`src/rtl/cpu_defs_pkg.sv`:
```
// Shared CPU front-end definitions: redirect priority encoding and default vectors.
package cpu_defs_pkg;

  typedef logic [1:0] prio_t;

  localparam prio_t PRIO_NONE = 2'd0;
  localparam prio_t PRIO_BR   = 2'd1;
  localparam prio_t PRIO_ERET = 2'd2;
  localparam prio_t PRIO_EXC  = 2'd3;

  localparam logic [31:0] DEF_RESET_VEC = 32'hbfc0_0000;
  localparam logic [31:0] DEF_EXC_VEC   = 32'hbfc0_0380;

endpackage

```
`src/rtl/pc_redirect_arb.sv`:
```
// Combinational redirect arbiter: picks the incoming request by fixed priority,
// then chooses between it and the buffered (pending) redirect.
module pc_redirect_arb
  import cpu_defs_pkg::*;
#(
  parameter int                 WIDTH   = 32,
  parameter logic [WIDTH-1:0]   EXC_VEC = WIDTH'(DEF_EXC_VEC)
) (
  input  logic             exc_req,
  input  logic             eret_req,
  input  logic [WIDTH-1:0] epc,
  input  logic             br_req,
  input  logic [WIDTH-1:0] br_target,
  input  logic             pend_valid,
  input  logic [1:0]       pend_prio,
  input  logic [WIDTH-1:0] pend_target,
  output logic [1:0]       in_prio,
  output logic [WIDTH-1:0] in_target,
  output logic             sel_valid,
  output logic [1:0]       sel_prio,
  output logic [WIDTH-1:0] sel_target
);

  always_comb begin
    in_prio   = PRIO_NONE;
    in_target = '0;
    if (exc_req) begin
      in_prio   = PRIO_EXC;
      in_target = EXC_VEC;
    end else if (eret_req) begin
      in_prio   = PRIO_ERET;
      in_target = epc;
    end else if (br_req) begin
      in_prio   = PRIO_BR;
      in_target = br_target;
    end
  end

  // Pending only wins when strictly higher; on a tie the fresh request is taken.
  always_comb begin
    sel_valid = pend_valid | (in_prio != PRIO_NONE);
    if (pend_valid && (pend_prio > in_prio)) begin
      sel_prio   = pend_prio;
      sel_target = pend_target;
    end else begin
      sel_prio   = in_prio;
      sel_target = in_target;
    end
  end

endmodule

```
`src/rtl/pc_gen_unit.sv`:
```
// Fetch-stage program counter: priority redirects, stall with redirect buffering,
// and a valid/ready instruction-memory request.
module pc_gen_unit
  import cpu_defs_pkg::*;
#(
  parameter int               WIDTH     = 32,
  parameter logic [WIDTH-1:0] RESET_VEC = WIDTH'(DEF_RESET_VEC),
  parameter logic [WIDTH-1:0] EXC_VEC   = WIDTH'(DEF_EXC_VEC),
  parameter int unsigned      INC       = 4
) (
  input  logic             clk,
  input  logic             rst,
  input  logic             stall,
  input  logic             exc_req,
  input  logic             eret_req,
  input  logic [WIDTH-1:0] epc,
  input  logic             br_req,
  input  logic [WIDTH-1:0] br_target,
  input  logic             if_ready,
  output logic             if_valid,
  output logic [WIDTH-1:0] if_addr,
  output logic             pc_misalign,
  output logic             redirect_done
);

  localparam logic [WIDTH-1:0] INC_W = WIDTH'(INC);

  logic [WIDTH-1:0] pc_q, pc_d;
  logic             if_valid_q;
  logic             pend_valid_q, pend_valid_d;
  logic [1:0]       pend_prio_q, pend_prio_d;
  logic [WIDTH-1:0] pend_target_q, pend_target_d;
  logic             redirect_done_q, redirect_done_d;

  logic [1:0]       in_prio;
  logic [WIDTH-1:0] in_target;
  logic             sel_valid;
  logic [1:0]       sel_prio;
  logic [WIDTH-1:0] sel_target;
  logic             acc;

  function automatic logic [WIDTH-1:0] pc_inc(input logic [WIDTH-1:0] pc);
    return pc + INC_W;
  endfunction

  pc_redirect_arb #(
    .WIDTH   (WIDTH),
    .EXC_VEC (EXC_VEC)
  ) u_arb (
    .exc_req     (exc_req),
    .eret_req    (eret_req),
    .epc         (epc),
    .br_req      (br_req),
    .br_target   (br_target),
    .pend_valid  (pend_valid_q),
    .pend_prio   (pend_prio_q),
    .pend_target (pend_target_q),
    .in_prio     (in_prio),
    .in_target   (in_target),
    .sel_valid   (sel_valid),
    .sel_prio    (sel_prio),
    .sel_target  (sel_target)
  );

  assign acc = if_valid_q & if_ready & ~stall;

  always_comb begin
    pc_d            = pc_q;
    pend_valid_d    = pend_valid_q;
    pend_prio_d     = pend_prio_q;
    pend_target_d   = pend_target_q;
    redirect_done_d = 1'b0;
    if (stall) begin
      // A lower-priority request never displaces a buffered higher one.
      if ((in_prio != PRIO_NONE) && (in_prio >= pend_prio_q)) begin
        pend_valid_d  = 1'b1;
        pend_prio_d   = in_prio;
        pend_target_d = in_target;
      end
    end else if (sel_valid) begin
      // Redirect ignores if_ready: the outstanding unaccepted fetch is dropped.
      pc_d            = sel_target;
      pend_valid_d    = 1'b0;
      pend_prio_d     = PRIO_NONE;
      redirect_done_d = 1'b1;
    end else if (acc) begin
      pc_d = pc_inc(pc_q);
    end
  end

  always_ff @(posedge clk) begin
    if (rst) begin
      pc_q            <= RESET_VEC;
      if_valid_q      <= 1'b0;
      pend_valid_q    <= 1'b0;
      pend_prio_q     <= PRIO_NONE;
      redirect_done_q <= 1'b0;
    end else begin
      pc_q            <= pc_d;
      if_valid_q      <= 1'b1;
      pend_valid_q    <= pend_valid_d;
      pend_prio_q     <= pend_prio_d;
      redirect_done_q <= redirect_done_d;
    end
  end

  always_ff @(posedge clk) begin
    pend_target_q <= pend_target_d;
  end

  assign if_valid      = if_valid_q;
  assign if_addr       = pc_q;
  assign pc_misalign   = |pc_q[1:0];
  assign redirect_done = redirect_done_q;

  logic unused_sel_prio;
  assign unused_sel_prio = ^sel_prio;

endmodule

```
`config.mk`:
```
export PLATFORM = sky130hd
export DESIGN_NAME = pc_gen_unit
export DESIGN_NICKNAME = d
export VERILOG_FILES = /design/src/rtl/cpu_defs_pkg.sv /design/src/rtl/pc_redirect_arb.sv /design/src/rtl/pc_gen_unit.sv
export SDC_FILE = /design/constraint.sdc
export NUM_CORES = 1
export LEC_CHECK = 0
export BUFFER_PORTS_ARGS = -buffer_cell sky130_fd_sc_hd__buf_2
export CAP_MARGIN = 20
export CORE_AREA = 2 2 86 88
export CTS_BUF_LIST = sky130_fd_sc_hd__clkbuf_8
export DETAILED_ROUTE_END_ITERATION = 8
export DIE_AREA = 0 0 88 90
export PLACE_DENSITY = 0.86
export SLEW_MARGIN = 15
export SYNTH_ARGS = -nofsm -noshare
export SYNTH_HDL_FRONTEND = slang
export SYNTH_SLANG_ARGS = --single-unit
```
`constraint.sdc`:
```
create_clock -name clk -period 7.1 [get_ports clk]
set_input_delay 1.065 -clock clk [delete_from_list [all_inputs] [get_ports clk]]
set_output_delay 1.065 -clock clk [all_outputs]
set_load 0.02 [all_outputs]
```
==> metrics.md, run 1 <==
| Metric | Value |
|---|---|
| Most common cell in the synthesized netlist | `nand2_1` |
| Final Slew Violations | `0` |
| MaxCap Viol Count | `0` |
| Fin crit period | `~4000 ps` |
| Crit-path cells | `buf_2 -> nor2b_1 -> buf_4 -> or2_2 -> ha_1 -> nand2_1 -> o21ai_0 -> o311ai_0 -> inv_1 -> buf_4` |
| Hold Crit Start | `pend_prio_q[0]` |
| Hold Path Stages | `2` |
| Synth cell types | `66` |
| CP required | `just over 7000 ps` |
| Cell area after layout | `4693 um^2` |
| Post-Synthesis Cells | `roughly 440` |
| Yosys warning count | `0` |
| Post-synth top cells | `nand2_1 (62), dfxtp_1 (37), a21oi_1 (32), edfxtp_1 (32), nor2_1 (29)` |
| Starting DRT DRC Count | `489` |
| Full die area | `around 7900 um^2` |
| Post-synth top area share | `around a quarter` |
| Filler instances | `585` |
| Sequential share of the synthesized area | `42.70%` |
| Syn Nets | `approximately 500` |
| Clock Tree Root | `clkbuf_8` |
| Final #Nets | `between 500 and 600` |
| First-pass GRT wire length | `between 15,000 and 20,000 um` |
| Maximum root-to-sink buffer count | `2` |
| Number of synthesized flops with an enable pin | `32` |
| DIE WIDTH | `roughly 90 um` |
| #FFs+latches synth | `69` |
| Slowest CP cell | `buf_2` |
| Crit end category | `register` |
| Leak pwr | `roughly 1.9 nW` |
| Synth top area cells | `edfxtp_1 (24%), dfxtp_1 (19%), nand2_1 (5.8%)` |
| Register area | `between 1500 and 2000 um^2` |
| DP Cell Count | `612` |
| Worst EP arrival | `4010 ps` |
| Ys async rst share | `0%` |
| Final Skew | `~14 ps` |
| DP Area | `between 4000 and 5000 um^2` |
| Initial antenna violation count | `0` |
| Slew HR | `between 30% and 40%` |
| Core ar. | `~7000 um^2` |
| Port buffer count | `105` |
| Final setup vio count | `0` |
| Synthesized area per cell | `between 9 and 10 um^2` |
| Mapped cell area | `~4000 um^2` |
| Aggregate routed wire length | `about 12,000 um` |
| Largest net degree at the start of global routing | `52` |
| Crit Path Max Fanout | `between 50 and 60` |
| Number of non-filler instances in the completed layout | `approximately 630` |
| Vias in the first global route | `3,845` |
| CTS clk-pin slew, worst paths | `roughly 70 ps` |
| R2r startpoint | `pend_valid_q` |
| Final period util | `56.24%` |
| Avg Vias per Cell | `roughly 6.5` |
| GRT Overall Usage | `between 30% and 40%` |
| Routed Antenna Nets | `0` |
| Post-synthesis mux area share | `5.243%` |
| Initial Util | `between 50 and 60%` |
| Final Hold Viols | `0` |
| Area of the multi-input gates | `approximately 2100 um^2` |
| Placer Congestion | `just under 0.9` |
| R2r setup slk | `between 4000 and 5000 ps` |
| RR Endpoint | `if_addr[22]` |
| Ant. Diodes | `0` |
| Clock sink total | `69` |
| Simple-Gate Fraction of Synth Area | `24.68%` |
| Post-CTS Setup Inserts | `0` |
| FF-to-FF path depth | `7` |
| Hold EP | `pend_prio_q[0]` |
| Total CTS buffers | `9` |
| H-tree depth | `3` |
| HP Class | `reg2reg` |
| # IOs | `between 100 and 150` |
| Largest family of logic cells by synthesized area | `simple AND/OR/NAND/NOR gates` |
| Synth area leader | `edfxtp_1` |
| Routed wire per std cell | `18.68 um` |
| Worst-Margin Slew | `around 1000 ps` |
| Run status | `completed` |
| Setup CP Type | `in2reg` |
| Share of layout cells above drive strength 1 | `between 20% and 30%` |
| CP max stage delay | `~600 ps` |
| TNS Setup | `0 ps` |
| Most frequent CP cell | `buf_4` |
| PD cells | `196.6 nW/um^2` |
| Cts hold-fix bufs | `0` |
| Area delta synth->final | `17.77%` |
| Clock Latency Late Sink | `between 300 and 400 ps` |
| Synth Area in Adders | `less than 1%` |
| Critical path startpoint category | `input pin` |
| Maximum vdd ir drop | `approximately 0.00013 V` |
| TritonCTS clock tree | `yes` |
| XOR/XNOR Fraction of Synth Area | `0.6593%` |
| Post-cts resize count | `0` |
| Grt total ovfl | `0` |
| Total number of vias | `between 4,000 and 5,000` |
| First-pass DRT Iterations | `5` |
| Chip Height | `around 90 um` |
| RSZ-0062 raised after global routing | `false` |
| Row cnt | `31` |
| DPL Wire Length | `between 7000 and 8000 um` |
| DRC | `0` |
| Top_reg_cell synth | `dfxtp_1` |
| Max Clk Rate | `about 0.25 GHz` |
| Synth Area in Compound Gates | `21.57%` |
[flip-flops by register name, indices dropped and copies added (netlist names)]
register and flops:
redirect_done 1, pend_valid_q 1, if_valid 1, pend_prio_q 2, pend_target_q 32, if_addr 32
[placed cells by master (no fill, tap or decap), types with 5 or more instances in the layout]
cell type	synthesis	layout
a221o_1	11	11
a311oi_1	5	5
nor2_1	29	29
clkbuf_8	1	11
mux2i_1	13	13
mux2_2	7	7
nor4_1	6	6
buf_2	9	105
nand3_1	24	24
nor3_1	7	7
nand4_1	11	11
buf_4	0	6
nand3b_1	12	12
a21oi_1	32	32
a22oi_1	12	12
dfxtp_1	37	37
inv_1	3	6
a32o_1	6	6
edfxtp_1	32	32
o21ai_0	15	15
a31oi_1	8	8
nand2_1	62	62
[cell type report]
cell class / count / area share (%)
Clock buffer: 11 / 3.226
Clock inverter: 5 / 0.3999
Inverter: 3 / 0.2399
Multi-Input combinational cell: 330 / 45.08
Sequential cell: 69 / 36.26
Tap cell: 99 / 2.639
Timing Repair Buffer: 111 / 12.16
[per-layer routing]
metal / track usage [%] / up-vias / routed length (um)
met1: 39.24 / 1922 / 4551
met3: 5.510 / 31 / 1121
met4: 13.72 / 0 / 323
met5: 0 / - / 0
met2: 48.04 / 242 / 5737
li1: - / 1871 / -
[critical path, delay by kind of cell]
| family | cells | cell delay, ps |
|---|---|---|
| adders and majority gates | 1 | 280 |
| AOI/OAI and AO/OA | 2 | 400 |
| and+or+nand+nor | 3 | 490 |
| buffers and inverters | 4 | 1750 |
[through the flow]
step	worst slack [ps]	power, mW	util (%)	hold slack, ps
finish	3107	0.9227	66.85	484.6
global placement	2955	0.6351	64.43	461.8
floorplan	3182	0.5819	-	447.9
CTS	3115	0.9191	66.85	487.4
global route	2840	0.9539	66.85	504.4
detailed placement	2752	0.6435	64.43	475.5
[power breakdown]
part,internal [mW],switching (mW),total [mW]
registers,0.449,0.0248,0.473
logic,0.0627,0.102,0.165
clock network,0.140,0.144,0.284
[how the worst max path moves through the flow]
stage	endpoint	start	slack (ps)
after global placement	pend_target_q[10]	eret_req	2950
after CTS	pend_target_q[2]	eret_req	3110
after global routing	pend_target_q[28]	eret_req	2840
final	pend_target_q[25]	eret_req	3110
after detailed placement	pend_target_q[5]	eret_req	2750
after floorplan	pend_target_q[0]	exc_req	3180
[kinds of logic (layout without fill, tap and decap cells)]
family                   after synthesis  count (layout)
adder cells (fa/ha/maj)                3               3
buffers and inverters                 37             130
AO/OA/AOI/OAI                        122             122
multiplexers                          20              20
XOR/XNOR                               3               3
flip-flops                            69              69
AND/OR/NAND/NOR                      182             182
(Power assumes the default switching activity.)
==> run 2, diff against run 1 <==
--- a/config.mk
+++ b/config.mk
@@ -7,11 +7,11 @@
 export LEC_CHECK = 0
 export BUFFER_PORTS_ARGS = -buffer_cell sky130_fd_sc_hd__buf_2
 export CAP_MARGIN = 20
-export CORE_AREA = 2 2 86 88
+export CORE_AREA = 2 2 89 91
 export CTS_BUF_LIST = sky130_fd_sc_hd__clkbuf_8
 export DETAILED_ROUTE_END_ITERATION = 8
-export DIE_AREA = 0 0 88 90
-export PLACE_DENSITY = 0.86
+export DIE_AREA = 0 0 91 93
+export PLACE_DENSITY = 0.81
 export SLEW_MARGIN = 15
 export SYNTH_ARGS = -nofsm -noshare
 export SYNTH_HDL_FRONTEND = slang
==> constraint.sdc (replaced) <==
create_clock -name clk -period 3.9 [get_ports clk]
set_input_delay 0.585 -clock clk [delete_from_list [all_inputs] [get_ports clk]]
set_output_delay 0.585 -clock clk [all_outputs]
set_load 0.02 [all_outputs]
==> metrics.md, run 2 (synthesized netlist as in run 1, its figures left out) <==
| Metric | Value |
|---|---|
| Grt met2 use | `between 40% and 50%` |
| Final Skew | `8.762 ps` |
| R2r setup slk | `around 1500 ps` |
| Ant. Diodes | `0` |
| Number of non-filler instances in the completed layout | `roughly 640` |
| Row cnt | `32` |
| DIE WIDTH | `a little over 90 um` |
| Run status | `completed` |
| TNS Setup | `0 ps` |
| Max Clk Rate | `~0.35 GHz` |
| Worst EP arrival | `approximately 2800 ps` |
| Crit end category | `register` |
| Initial Util | `52.94%` |
| Final #Nets | `about 600` |
| Grt total ovfl | `0` |
| Commonest non-fill, non-tap cells in the layout | `buf_2 (105), nand2_1 (62), dfxtp_1 (37), a21oi_1 (32), edfxtp_1 (32)` |
| Cts hold-fix bufs | `0` |
| Total number of vias | `around 4,000` |
| Critical path startpoint category | `input pin` |
| Starting DRT DRC Count | `approximately 340` |
| Crit Path Max Fanout | `39` |
| Clock sink total | `69` |
| Avg Vias per Cell | `approximately 6.2` |
| Final Slew Violations | `0` |
| Setup CP Type | `in2reg` |
| Clock Tree Root | `clkbuf_8` |
| DPL Wire Length | `8061 um` |
| Final Hold Viols | `0` |
| Clock Latency Late Sink | `about 350 ps` |
| DP Cell Count | `620` |
| CP bufs+invs | `3` |
| Leak pwr | `1.926 nW` |
| PD cells | `approximately 380 nW/um^2` |
| H-tree depth | `3` |
| Share of layout cells above drive strength 1 | `between 20% and 30%` |
| Post-cts resize count | `0` |
| Maximum root-to-sink buffer count | `2` |
| TritonCTS clock tree | `yes` |
| # IOs | `roughly 110` |
| M3 GR Usage | `4.593%` |
| Vias in the first global route | `3,684` |
| First-pass DRT Iterations | `5` |
| Crit-path cells | `buf_2 -> nor2_1 -> ha_1 -> nor2b_1 -> o21ai_0 -> o311ai_0 -> inv_1 -> buf_4` |
| Most common cell after layout, fill and taps aside | `buf_2` |
| CP required | `approximately 3900 ps` |
| Placer Congestion | `about 0.94` |
| Filler instances | `between 600 and 700` |
| MaxCap Viol Count | `0` |
| Area delta synth->final | `19.75%` |
| Fin util | `between 60% and 70%` |
| Largest net degree at the start of global routing | `between 40 and 50` |
| Port buffer count | `about 110` |
| Slew HR | `37.90%` |
| Slowest CP cell | `buf_2` |
| HP Class | `reg2reg` |
| RSZ-0062 raised after global routing | `false` |
| Global route hottest layer | `met2` |
| Final setup vio count | `0` |
| DRC | `0` |
| GRT Overall Usage | `approximately 28%` |
| Initial antenna violation count | `0` |
| Worst path top cell family by delay | `buffers and inverters` |
| Routed Antenna Nets | `0` |
| CP max stage delay | `about 600 ps` |
| Maximum vdd ir drop | `approximately 0.00017 V` |
| First-pass GRT wire length | `approximately 18,000 um` |
| Chip Height | `approximately 93 um` |
| Aggregate routed wire length | `11,480 um` |
| Fin crit period | `~2800 ps` |
| CTS clk-pin slew, worst paths | `roughly 70 ps` |
| Worst-Margin Slew | `roughly 930 ps` |
| Final period util | `72.86%` |
| Full die area | `about 8500 um^2` |
| Total CTS buffers | `9` |
| Met1 usage | `about 36%` |
| Routed wire per std cell | `around 18 um` |
| Core ar. | `roughly 7500 um^2` |
| Post-CTS Setup Inserts | `0` |
[run 2: cell count changes in the layout (fill, tap and decap cells not counted)]
cell        previous run  this run
buf_4                  6        11
clkbuf_8              11         9
clkinv_2               0         1
clkinv_1               2         0
bufinv_16              0         2
clkinvlp_4             0         1
[run 2: where the power goes]
group,switching [mW],internal [mW]
Sequential,0.0457,0.816
Clock,0.279,0.352
Combinational,0.183,0.117
Total,0.508,1.29
[run 2: through the flow]
stage | instance area, um^2 | power, mW | worst slack (ps) | hold slack [ps]
detailed placement | 4564 | 1.175 | 741.5 | 471.2
global route | 4772 | 1.870 | 878.3 | 503.8
CTS | 4772 | 1.792 | 1103 | 481.3
finish | 4772 | 1.794 | 1058 | 485.4
global placement | 4564 | 1.164 | 830.2 | 460.7
floorplan | 3985 | 1.059 | 462.5 | 447.9
[run 2: cell type report]
type | instances | area, um^2 | share of cell area, %
Clock buffer | 9 | 123.9 | 2.596
Clock inverter | 7 | 83.83 | 1.757
Inverter | 3 | 11.26 | 0.2360
Multi-Input combinational cell | 330 | 2116 | 44.34
Sequential cell | 69 | 1702 | 35.66
Tap cell | 102 | 127.6 | 2.674
Timing Repair Buffer | 116 | 608.1 | 12.74
[run 2: per-layer routing]
metal | share of wire (%) | vias up | routed length (um)
met5 | 0 | - | 0
met4 | 3.7 | 0 | 419
met3 | 6.3 | 32 | 719
met2 | 47 | 180 | 5406
met1 | 43 | 1880 | 4931
li1 | - | 1874 | -
[run 2: path summary, 6_finish.rpt]
path,startpoint,endpoint,cells past startpoint
setup reg to reg,pend_valid_q,if_addr[26],6
setup / recovery,exc_req,pend_target_q[23],8
hold / removal,pend_prio_q[0],pend_prio_q[0],2
hold reg to reg,pend_prio_q[0],pend_prio_q[0],2
[run 2: tightest hold or removal path: cells and delay by family, from the launching register on]
kind,cells,cell delay [ps]
flops,1,310
simple gates,1,60
compound gates,1,60
==> run 3, diff against run 2 <==
--- a/config.mk
+++ b/config.mk
@@ -7,11 +7,11 @@
 export LEC_CHECK = 0
 export BUFFER_PORTS_ARGS = -buffer_cell sky130_fd_sc_hd__buf_2
 export CAP_MARGIN = 20
-export CORE_AREA = 2 2 89 91
+export CORE_AREA = 2 2 93 95
 export CTS_BUF_LIST = sky130_fd_sc_hd__clkbuf_8
 export DETAILED_ROUTE_END_ITERATION = 8
-export DIE_AREA = 0 0 91 93
-export PLACE_DENSITY = 0.81
+export DIE_AREA = 0 0 95 97
+export PLACE_DENSITY = 0.78
 export SLEW_MARGIN = 15
 export SYNTH_ARGS = -nofsm -noshare
 export SYNTH_HDL_FRONTEND = slang
==> constraint.sdc (replaced) <==
create_clock -name clk -period 2.56 [get_ports clk]
set_input_delay 0.384 -clock clk [delete_from_list [all_inputs] [get_ports clk]]
set_output_delay 0.384 -clock clk [all_outputs]
set_load 0.02 [all_outputs]
==> metrics.md, run 3 (synthesized netlist as in run 1, its figures left out) <==
| Metric | Value |
|---|---|
| Critical Path Start | `if_addr[2]` |
| Final Hold Viols | `0` |
| DRC | `0` |
| Starting DRT DRC Count | `a little under 500` |
| Critical path startpoint category | `register` |
| Fin crit period | `~2200 ps` |
| Leak pwr | `roughly 2.0 nW` |
| Max Clk Rate | `between 0.4 and 0.5 GHz` |
| Largest net degree at the start of global routing | `35` |
| CTS clk-pin slew, worst paths | `80 ps` |
| Core ar. | `8134 um^2` |
| Share of layout cells above drive strength 1 | `30.70%` |
| Chip Height | `between 90 and 100 um` |
| Final Skew | `9.254 ps` |
| Port buffer count | `around 110` |
| Run status | `completed` |
| Aggregate routed wire length | `12,170 um` |
| Vias in the first global route | `approximately 3,800` |
| Area delta synth->final | `22.61%` |
| WHS | `about 370 ps` |
| Routed Antenna Nets | `0` |
| RSZ-0062 raised after global routing | `false` |
| GRT Overall Usage | `27.06%` |
| CP required | `around 2800 ps` |
| Grt total ovfl | `0` |
| Cts hold-fix bufs | `0` |
| Most common cell after layout, fill and taps aside | `buf_2` |
| TNS Setup | `0 ps` |
| Fin util | `roughly three fifths` |
| Avg Vias per Cell | `approximately 6.3` |
| DIE WIDTH | `about 95 um` |
| Initial antenna violation count | `0` |
| First-pass GRT wire length | `roughly 20,000 um` |
| Maximum root-to-sink buffer count | `2` |
| Ant. Diodes | `0` |
| DPL Wire Length | `between 8000 and 9000 um` |
| Crit Path Max Fanout | `6` |
| Slew HR | `43.60%` |
| Number of non-filler instances in the completed layout | `between 600 and 700` |
| Crit end category | `register` |
| Maximum vdd ir drop | `0.0002899 V` |
| DP Cell Count | `approximately 630` |
| Final Slew Violations | `0` |
| Total number of vias | `4,111` |
| Final setup vio count | `0` |
| Worst-Margin Slew | `approximately 840 ps` |
| Initial Util | `~50%` |
| Met1 WL | `about 5000 um` |
| Met2 routed wirelength | `between 5000 and 6000 um` |
| FF-to-FF path depth | `6` |
| First-pass DRT Iterations | `6` |
| Placer Congestion | `about 0.96` |
| Full die area | `between 9000 and 10,000 um^2` |
| Clock Tree Root | `clkbuf_8` |
| R2r startpoint | `if_addr[2]` |
| Row cnt | `33` |
| Max Used Layer | `met4` |
| # IOs | `106` |
| Final #Nets | `about 610` |
| Setup CP Type | `reg2reg` |
| PD cells | `558.4 nW/um^2` |
| H-tree depth | `3` |
| Worst EP arrival | `~2500 ps` |
| MaxCap Viol Count | `0` |
| Routed wire per std cell | `18.75 um` |
| Clock Latency Late Sink | `approximately 350 ps` |
| HP Class | `in2reg` |
| Commonest non-fill, non-tap cells in the layout | `buf_2 (105), nand2_1 (62), dfxtp_1 (37), a21oi_1 (32), edfxtp_1 (32)` |
| TritonCTS clock tree | `yes` |
| Met3 Wirelength | `between 1000 and 1500 um` |
| Clock sink total | `69` |
| Total CTS buffers | `9` |
| Hold Crit Start | `br_target[9]` |
| Hold Path Stages | `2` |
| Final period util | `roughly 87%` |
-- run 3: changes by cell type in the layout (fill, tap and decap cells not counted), sizes merged --
cell,before,now
clkbuf,9,10
bufinv,2,1
buf,116,126
clkinv,1,2
inv,6,5
-- run 3: path summary, 6_finish.rpt --
| check | slack [ps] | to |
|---|---|---|
| worst min-delay path | 370 | pend_target_q[9] |
| worst max register to register | 330 | if_addr[24] |
| worst max-delay path | 330 | if_addr[24] |
| worst min register to register | 490 | pend_prio_q[0] |
-- run 3: metrics by stage --
step / setup slack, ps / total power [mW] / cell area (um^2)
floorplan: 1.872 / 1.628 / 4058
global placement: 149.8 / 1.801 / 4678
detailed placement: 112.5 / 1.816 / 4678
CTS: 231.0 / 2.716 / 4880
global route: 192.0 / 2.818 / 4886
finish: 334.8 / 2.728 / 4886
-- run 3: metal layers --
| layer | up-vias | track usage [%] |
|---|---|---|
| li1 | 1891 | - |
| met1 | 1909 | 40.11 |
| met2 | 282 | 39.28 |
| met3 | 29 | 6.386 |
| met4 | 0 | 7.692 |
| met5 | - | 0 |
-- run 3: power breakdown --
group          internal [mW]  switching [mW]  total, mW
sequential              1.24          0.0675       1.31
combinational          0.192           0.299      0.491
clock                  0.477           0.450      0.927
total                   1.91           0.817       2.73
-- run 3: critical path, stage by stage (launching register included) --
cell and delay, ps:
dfxtp_1 460, ha_1 280, nand4_1 210, or3_1 510, nor4_2 450, a221oi_1 140, o211ai_1 110
-- run 3: layout make-up --
cell class              instances  area [um^2]
clock buffers                  10        137.6
repair buffers                126        683.2
inverters                       3        13.76
clock inverters                 6        63.81
fillers                       677         3248
well taps                     105        131.4
multi-input cells             330         2155
flip-flops and latches         69         1702
-- run 3: repair_timing --
| action | 4_1_cts | 5_1_grt |
|---|---|---|
| setup endpoints to repair | 0 | 1 |
| gates resized for setup | 0 | 1 |
| setup buffers | 0 | 0 |
